--- src/rtl/tl_pkg.sv ---
// Shared constants for the two-street traffic-light controller with left-turn phases.
package tl_pkg;

  localparam logic [1:0] GREEN  = 2'b00;
  localparam logic [1:0] YELLOW = 2'b01;
  localparam logic [1:0] LEFT   = 2'b10;
  localparam logic [1:0] RED    = 2'b11;

  // S0..S3 serve street A (green, yellow, left, yellow); S4..S7 mirror them for street B.
  typedef enum logic [2:0] {
    S0 = 3'd0,
    S1 = 3'd1,
    S2 = 3'd2,
    S3 = 3'd3,
    S4 = 3'd4,
    S5 = 3'd5,
    S6 = 3'd6,
    S7 = 3'd7
  } state_t;

endpackage

--- src/rtl/tl_ns_lgc.sv ---
// Next-state logic: each hold state watches only its own sensor; yellows always advance.
module tl_ns_lgc
  import tl_pkg::*;
(
  input  state_t state,
  input  logic   Ta,
  input  logic   Tal,
  input  logic   Tb,
  input  logic   Tbl,
  output state_t next_state
);

  always_comb begin
    next_state = S0;
    case (state)
      S0:      next_state = Ta  ? S0 : S1;
      S1:      next_state = S2;
      S2:      next_state = Tal ? S2 : S3;
      S3:      next_state = S4;
      S4:      next_state = Tb  ? S4 : S5;
      S5:      next_state = S6;
      S6:      next_state = Tbl ? S6 : S7;
      S7:      next_state = S0;
      default: next_state = S0;
    endcase
  end

endmodule

--- src/rtl/tl_o_lgc.sv ---
// Lamp decode: light codes as a pure function of state; one street is always RED.
module tl_o_lgc
  import tl_pkg::*;
(
  input  state_t     state,
  output logic [1:0] La,
  output logic [1:0] Lb
);

  always_comb begin
    La = RED;
    Lb = RED;
    case (state)
      S0:      La = GREEN;
      S1:      La = YELLOW;
      S2:      La = LEFT;
      S3:      La = YELLOW;
      S4:      Lb = GREEN;
      S5:      Lb = YELLOW;
      S6:      Lb = LEFT;
      S7:      Lb = YELLOW;
      default: begin
        La = RED;
        Lb = RED;
      end
    endcase
  end

endmodule

--- src/rtl/tl_cntr_w_left.sv ---
// Top of the traffic-light controller: state register with synchronous active-high reset.
module tl_cntr_w_left
  import tl_pkg::*;
(
  input  logic       clk,
  input  logic       reset_n,
  input  logic       Ta,
  input  logic       Tal,
  input  logic       Tb,
  input  logic       Tbl,
  output logic [1:0] La,
  output logic [1:0] Lb
);

  state_t     state;
  state_t     next_state;
  logic [1:0] la_next;
  logic [1:0] lb_next;

  tl_ns_lgc u_ns_lgc (
    .state      (state),
    .Ta         (Ta),
    .Tal        (Tal),
    .Tb         (Tb),
    .Tbl        (Tbl),
    .next_state (next_state)
  );

  // Decoding the next state lets the lamp outputs be registered alongside the
  // state while still tracking the current state exactly (no input-to-output path).
  tl_o_lgc u_o_lgc (
    .state (next_state),
    .La    (la_next),
    .Lb    (lb_next)
  );

  // reset_n is active-high despite its name.
  always_ff @(posedge clk) begin
    if (reset_n) begin
      state <= S0;
      La    <= GREEN;
      Lb    <= RED;
    end else begin
      state <= next_state;
      La    <= la_next;
      Lb    <= lb_next;
    end
  end

endmodule

--- config.mk ---
export PLATFORM = sky130hd
export DESIGN_NAME = tl_cntr_w_left
export DESIGN_NICKNAME = d
export VERILOG_FILES = /design/src/rtl/tl_pkg.sv /design/src/rtl/tl_ns_lgc.sv /design/src/rtl/tl_o_lgc.sv /design/src/rtl/tl_cntr_w_left.sv
export SDC_FILE = /design/constraint.sdc
export NUM_CORES = 1
export LEC_CHECK = 0
export CAP_MARGIN = 20
export CORE_AREA = 2 2 39 41
export CTS_BUF_LIST = sky130_fd_sc_hd__clkbuf_16
export DETAILED_ROUTE_END_ITERATION = 8
export DIE_AREA = 0 0 41 43
export PLACE_DENSITY_LB_ADDON = 0.3
export SETUP_SLACK_MARGIN = 0.2
export SLEW_MARGIN = 20
export SYNTH_ARGS = -nofsm -noshare
export SYNTH_HDL_FRONTEND = slang
export SYNTH_SLANG_ARGS = --single-unit
export TNS_END_PERCENT = 50
--- constraint.sdc ---
create_clock -name clk -period 2.44 [get_ports clk]
set_clock_uncertainty 0.15 [all_clocks]
set_input_delay 0.244 -clock clk [delete_from_list [all_inputs] [get_ports clk]]
set_output_delay 0.244 -clock clk [all_outputs]
set_load 0.01 [all_outputs]
==> flow_metrics.py, run 1 <==
metrics = {
    "sta": {
        "timing.fmax_mhz": 549,
        "min_period_over_period_pct": 74.7,
        "layout_setup_ws_ns": 0.618,
        "fin_setup_tns_ns": 0,
        "timing.hold.ws_ns": 0.467,
        "worst_pin_slew_ns": 0.529,
        "setup_violations": 0,
        "drv_slew": 0,
        "slew_headroom_pct": 64.4,
        "final.min_clock_period_ns": 1.82,
        "rsz0062_at_grt": "no",
        "finalHoldViolations": 0,
    },
    "floorplanning": {
        "rows": 14,
        "initial_utilization_pct": 23.2,
        "core-area_um2": 1380,
        "dieArea_um2": 1760,
        "fp.dieW_um": 41,
        "die_y_um": 43,
        "boundaryPins": 10,
    },
    "place": {
        "place_ws_ns": 0.621,
        "place_congestion": 0.711,
        "hpwlAfterDp_um": 462,
        "portBuffers": 9,
    },
    "cts": {
        "clockRootBuffer": "clkbuf_16",
        "clock_path_buffers": 2,
        "cts_max_level": 1,
        "cts_tree": "built",
        "post_cts_resized": 0,
        "cts_made_buffers": 3,
        "postCtsSetupBuffers": 0,
        "postCtsHoldBufs": 0,
        "clock_sinks": 7,
        "clkTransAtPathRegs_ns": 0.03,
        "insertion_delay_ns": 0.23,
    },
    "drt": {
        "drt_iter0_drc": 2,
        "wirelength_um": 633,
        "via_per_inst": 4.42,
        "ant_nets": 0,
        "num_vias": 265,
        "firstDrtPassIters": 3,
        "routedWlPerCell_um": 10.6,
        "drc_errors": 0,
    },
    "yosys": {
        "yosysSeqAreaShare_pct": 43.6,
        "synth_seq_cells": 7,
        "synth_area_leaders": "dfxtp_1, ha_1, nor2b_1",
        "yosysTopAreaCellShare_pct": 43.6,
        "yosysWarnings": 0,
        "syn-cell-area_um2": 322,
        "synth_top_cell_by_area": "dfxtp_1",
        "synth_cells": 31,
        "yosysUniqueCellTypes": 16,
        "synth_area_per_cell_um2": 10.4,
        "syn_nets": 41,
    },
    "grt": {
        "grt_pass1_vias": 272,
        "antenna_found_initial": 0,
        "gr-usage-all-layers_pct": 10.1,
        "grt_max_degree": 7,
        "grt_pass1_wl_um": 1120,
        "grt_overflow_total": 0,
    },
    "power": {
        "leakage_nw": 0.216,
        "p_total_uw": 492,
        "ir_worst_vdd_mv": 0.326,
        "power_density_nw_per_um2": 964,
    },
    "worst_setup_path": {
        "critPathLaunchType": "flip-flop",
        "critPathMaxStageDelay_ns": 0.57,
        "cp.required_ns": 2.41,
        "slowest_stage": "or4b_1",
        "end_kind": "flip-flop",
        "crit_fanout": 3,
        "worstPathArrival_ns": 1.79,
        "crit_family": "simple AND/OR/NAND/NOR gates",
        "crit_buf_inv": 2,
        "path_cells": "inv_1 > ha_1 > or4b_1 > o211ai_2 > inv_2 > a41o_1",
        "crit_type": "flip-flop to flip-flop",
    },
    "cells_and_area": {
        "drive_above_1_share_pct": 15.9,
        "multiInputGateArea_um2": 166,
        "fillers": 153,
        "diodes": 0,
        "syn_to_final_growth_pct": 58.8,
        "seqCellArea_um2": 140,
        "layout.nets": 55,
    },
    "run": {
        "drv_cap": 0,
    },
    "outcome": {
        "outcome": "complete, no violations",
    },
    "hold_path": {
        "hold_path_class": "flip-flop to flip-flop",
    },
}
==> final timing paths <==
path	endpoint	start	slack, ns	depth (start not counted)
worst max-delay path	La[1]	state[0]	0.62	6
worst min-delay path	state[2]	state[2]	0.47	2
worst max register to register	La[1]	state[0]	0.62	6
worst min register to register	state[2]	state[2]	0.47	2
==> cell type report <==
cell class / count / share of cell area, %
clock buffer: 3 / 14.7
clock inverter: 1 / 0.735
inverter: 4 / 2.94
multi-input combinational: 20 / 32.6
sequential: 7 / 27.5
tap: 16 / 3.92
timing repair buffer: 9 / 17.6
==> flip-flops by register name, summed over array words and instances (netlist names) <==
register and flops:
Lb 2, La 2, state 3
==> placed cells by master (no fill, tap or decap) <==
| master | n |
|---|---|
| a31oi_1 | 1 |
| a41o_1 | 1 |
| a41o_2 | 1 |
| a41oi_1 | 1 |
| clkbuf_16 | 3 |
| clkdlybuf4s50_1 | 9 |
| dfxtp_1 | 7 |
| ha_1 | 4 |
| inv_1 | 4 |
| inv_2 | 1 |
| nand2_1 | 2 |
| nand4_1 | 1 |
| nor2b_1 | 3 |
| nor4_1 | 1 |
| o211ai_2 | 1 |
| o21ai_0 | 2 |
| or3b_2 | 1 |
| or4b_1 | 1 |
==> synthesized netlist by cell type, drive strengths merged <==
library cell and n:
dfxtp 7, ha 4, inv 4, nor2b 3, a41o 2, nand2 2
o21ai 2, a31oi 1, a41oi 1, nand4 1, nor4 1, o211ai 1
or3b 1, or4b 1
==> logic make-up (layout without fill, tap and decap cells) <==
kind of cell / after synthesis / count (layout) / share of synthesized area [%]
fa+ha+maj: 4 / 4 / 15.6
flops: 7 / 7 / 43.6
buf+inv: 4 / 17 / 4.67
compound gates: 7 / 7 / 18.3
simple gates: 9 / 9 / 17.9
==> power by group <==
part | leakage, nW | internal, mW | switching [mW]
combinational | 0.116 | 0.0452 | 0.0375
sequential | 0.0574 | 0.131 | 0.00764
clock | 0.0423 | 0.213 | 0.0585
total | 0.216 | 0.388 | 0.104
==> worst register-to-register path, stage by stage (launching register included) <==
cell	delay, ns
dfxtp_1	0.35
inv_1	0.07
ha_1	0.21
or4b_1	0.57
o211ai_2	0.11
inv_2	0.06
a41o_1	0.20
==> routing by layer <==
metal	wire length (um)	vias to the layer above	part of all wire, %	GRT usage, %
met5	0	-	0	0
met2	252	10	40	11.3
met3	43	2	6.8	4.71
li1	-	142	-	-
met4	10	0	1.6	10.0
met1	326	111	52	13.1
==> per-stage QoR <==
step	utilization, %	cells	cell area [um2]
after floorplan	-	31	322
after global placement	31.2	56	432
after detailed placement	31.2	56	432
after CTS	36.9	60	510
after global routing	36.9	60	510
final	36.9	60	510
No activity file was read; power rests on OpenSTA's default activity.
==> run 2, diff against run 1 <==
Clock period 2.44 ns to 1.9 ns, I/O delays scaled along.
==> run 2 against run 1 <==
  * Sequential cell count stayed put
  * Combinational power up 45%
  * Largest power group unchanged
  * First-iteration DRC count grew to 4.5 times the previous value
  * Sequential share of layout area fell by 1.5 points
  * Wire length up 6.0%
  * Via count rose by 8.3%
  * Register-to-register slack worse by 0.42 ns
  * Final cell count rose by 5.0%
  * Highest routed layer unchanged
==> flow_metrics.py, run 2 (same netlist as run 1, synthesis figures left out) <==
metrics = {
    "sta": {
        "slew_headroom_pct": 84.9,
        "setup_violations": 0,
        "fin_setup_tns_ns": 0,
        "final.min_clock_period_ns": 1.70,
        "drv_slew": 0,
        "timing.fmax_mhz": 588,
        "min_period_over_period_pct": 89.5,
        "worst_pin_slew_ns": 0.225,
        "finalHoldViolations": 0,
        "rsz0062_at_grt": "yes",
    },
    "grt": {
        "grt_pass1_vias": 244,
        "grt_pass1_wl_um": 986,
        "grt_max_degree": 7,
        "gr-usage-all-layers_pct": 9.05,
        "grt_overflow_total": 0,
        "antenna_found_initial": 0,
    },
    "cells_and_area": {
        "largest_reg_flops": 3,
        "layout.nets": 58,
        "seqCellArea_um2": 145,
        "final_common_cell": "clkdlybuf4s50_1",
        "top_regs": "state x3, La x2, Lb x2",
        "top_register": "state",
        "multiInputGateArea_um2": 188,
        "mostFrequentLayoutCells": "clkdlybuf4s50_1, dfxtp_1",
        "syn_to_final_growth_pct": 73.9,
        "drive_above_1_share_pct": 38.3,
        "fillers": 142,
        "diodes": 0,
    },
    "power": {
        "power_switching_uw": 144,
        "combinationalPowerShare_pct": 18.3,
        "p_total_uw": 655,
        "power.share.clock_pct": 53.6,
        "p_int_uw": 511,
        "seqPwrFrac_pct": 28.1,
        "power_density_nw_per_um2": 1170,
        "leakage_nw": 0.230,
        "switching_share_pct": 21.9,
        "ir_worst_vdd_mv": 0.685,
    },
    "place": {
        "hpwlAfterDp_um": 427,
        "portBuffers": 9,
        "place_congestion": 0.683,
    },
    "outcome": {
        "outcome": "complete, no violations",
    },
    "run": {
        "drv_cap": 0,
    },
    "worst_setup_path": {
        "crit_fanout": 4,
        "end_kind": "flip-flop",
        "cp.required_ns": 1.87,
        "critPathLaunchType": "flip-flop",
        "worstPathArrival_ns": 1.67,
        "crit_type": "flip-flop to flip-flop",
    },
    "drt": {
        "drc_errors": 0,
        "ant_nets": 0,
        "firstDrtPassIters": 4,
        "num_vias": 287,
        "drt_iter0_drc": 9,
        "via_per_inst": 4.56,
        "wirelength_um": 671,
        "routedWlPerCell_um": 10.7,
    },
    "floorplanning": {
        "rows": 14,
        "boundaryPins": 10,
        "fp.dieW_um": 41,
        "initial_utilization_pct": 23.2,
        "die_y_um": 43,
        "core-area_um2": 1380,
        "dieArea_um2": 1760,
    },
    "cts": {
        "clkTransAtPathRegs_ns": 0.04,
        "clock_path_buffers": 2,
        "cts_made_buffers": 3,
        "clock_sinks": 7,
        "insertion_delay_ns": 0.23,
        "clockRootBuffer": "clkbuf_16",
        "postCtsHoldBufs": 0,
        "cts_max_level": 1,
        "cts_tree": "built",
    },
    "hold_path": {
        "hold_path_class": "primary input to flip-flop",
    },
}
[run 2: cell types whose count changed in the layout (fill, tap and decap cells not counted), moves of 2 or more]
cell,change
inv_1,-2
ha_2,+2
ha_1,-3
buf_4,+3
inv_2,+2
dfxtp_1,-2
[run 2: path summary, 6_finish.rpt]
| path | start | slack [ns] | cells after the start | endpoint |
|---|---|---|---|---|
| worst max-delay path | state[0] | 0.20 | 6 | La[1] |
| worst min-delay path | reset_n | 0.44 | 2 | state[0] |
| worst max register to register | state[0] | 0.20 | 6 | La[1] |
| worst min register to register | state[2] | 0.49 | 2 | La[0] |
[run 2: critical path, cell delays in order (launching register included)]
cell and delay, ns:
dfxtp_2 0.34, inv_2 0.05, ha_4 0.16, or4b_4 0.54, o211ai_2 0.10, inv_2 0.06, a41o_1 0.19
[run 2: final cells by class]
type / count / share of cell area [%]
Sequential cell: 7 / 26.0
Clock buffer: 3 / 13.4
Clock inverter: 1 / 0.671
Tap cell: 16 / 3.58
Timing Repair Buffer: 12 / 20.1
Multi-Input combinational cell: 20 / 33.6
Inverter: 4 / 2.68
[run 2: layer usage]
layer  global-route usage (%)  part of all wire, %
met5                        0                    0
met4                     6.00                  3.0
met3                     6.28                   10
met2                     10.6                   38
met1                     11.3                   48
[run 2: metrics by stage]
step	cell area, um2	setup slack [ns]	instances	util, %	hold slack, ns
after floorplan	328	0.210	31	-	0.109
after global placement	445	0.154	57	32.2	0.455
after detailed placement	445	0.135	57	32.2	0.447
after CTS	559	0.208	63	40.4	0.432
after global routing	559	0.135	63	40.4	0.464
final	559	0.200	63	40.4	0.437
[run 2: power by group through the flow]
stage               clock, mW  sequential, mW  combinational [mW]
global placement            0           0.180               0.113
global route            0.366           0.186               0.130
CTS                     0.360           0.184               0.119
floorplan                   0           0.184              0.0592
finish                  0.351           0.184               0.120
detailed placement          0           0.180               0.109
[run 2: timing repair]
item | CTS | global route
pin swaps | 2 | 0
setup buffers | 2 | 0
hold endpoints to repair | 0 | 0
setup endpoints to repair | 1 | 1
resized for setup | 8 | 0
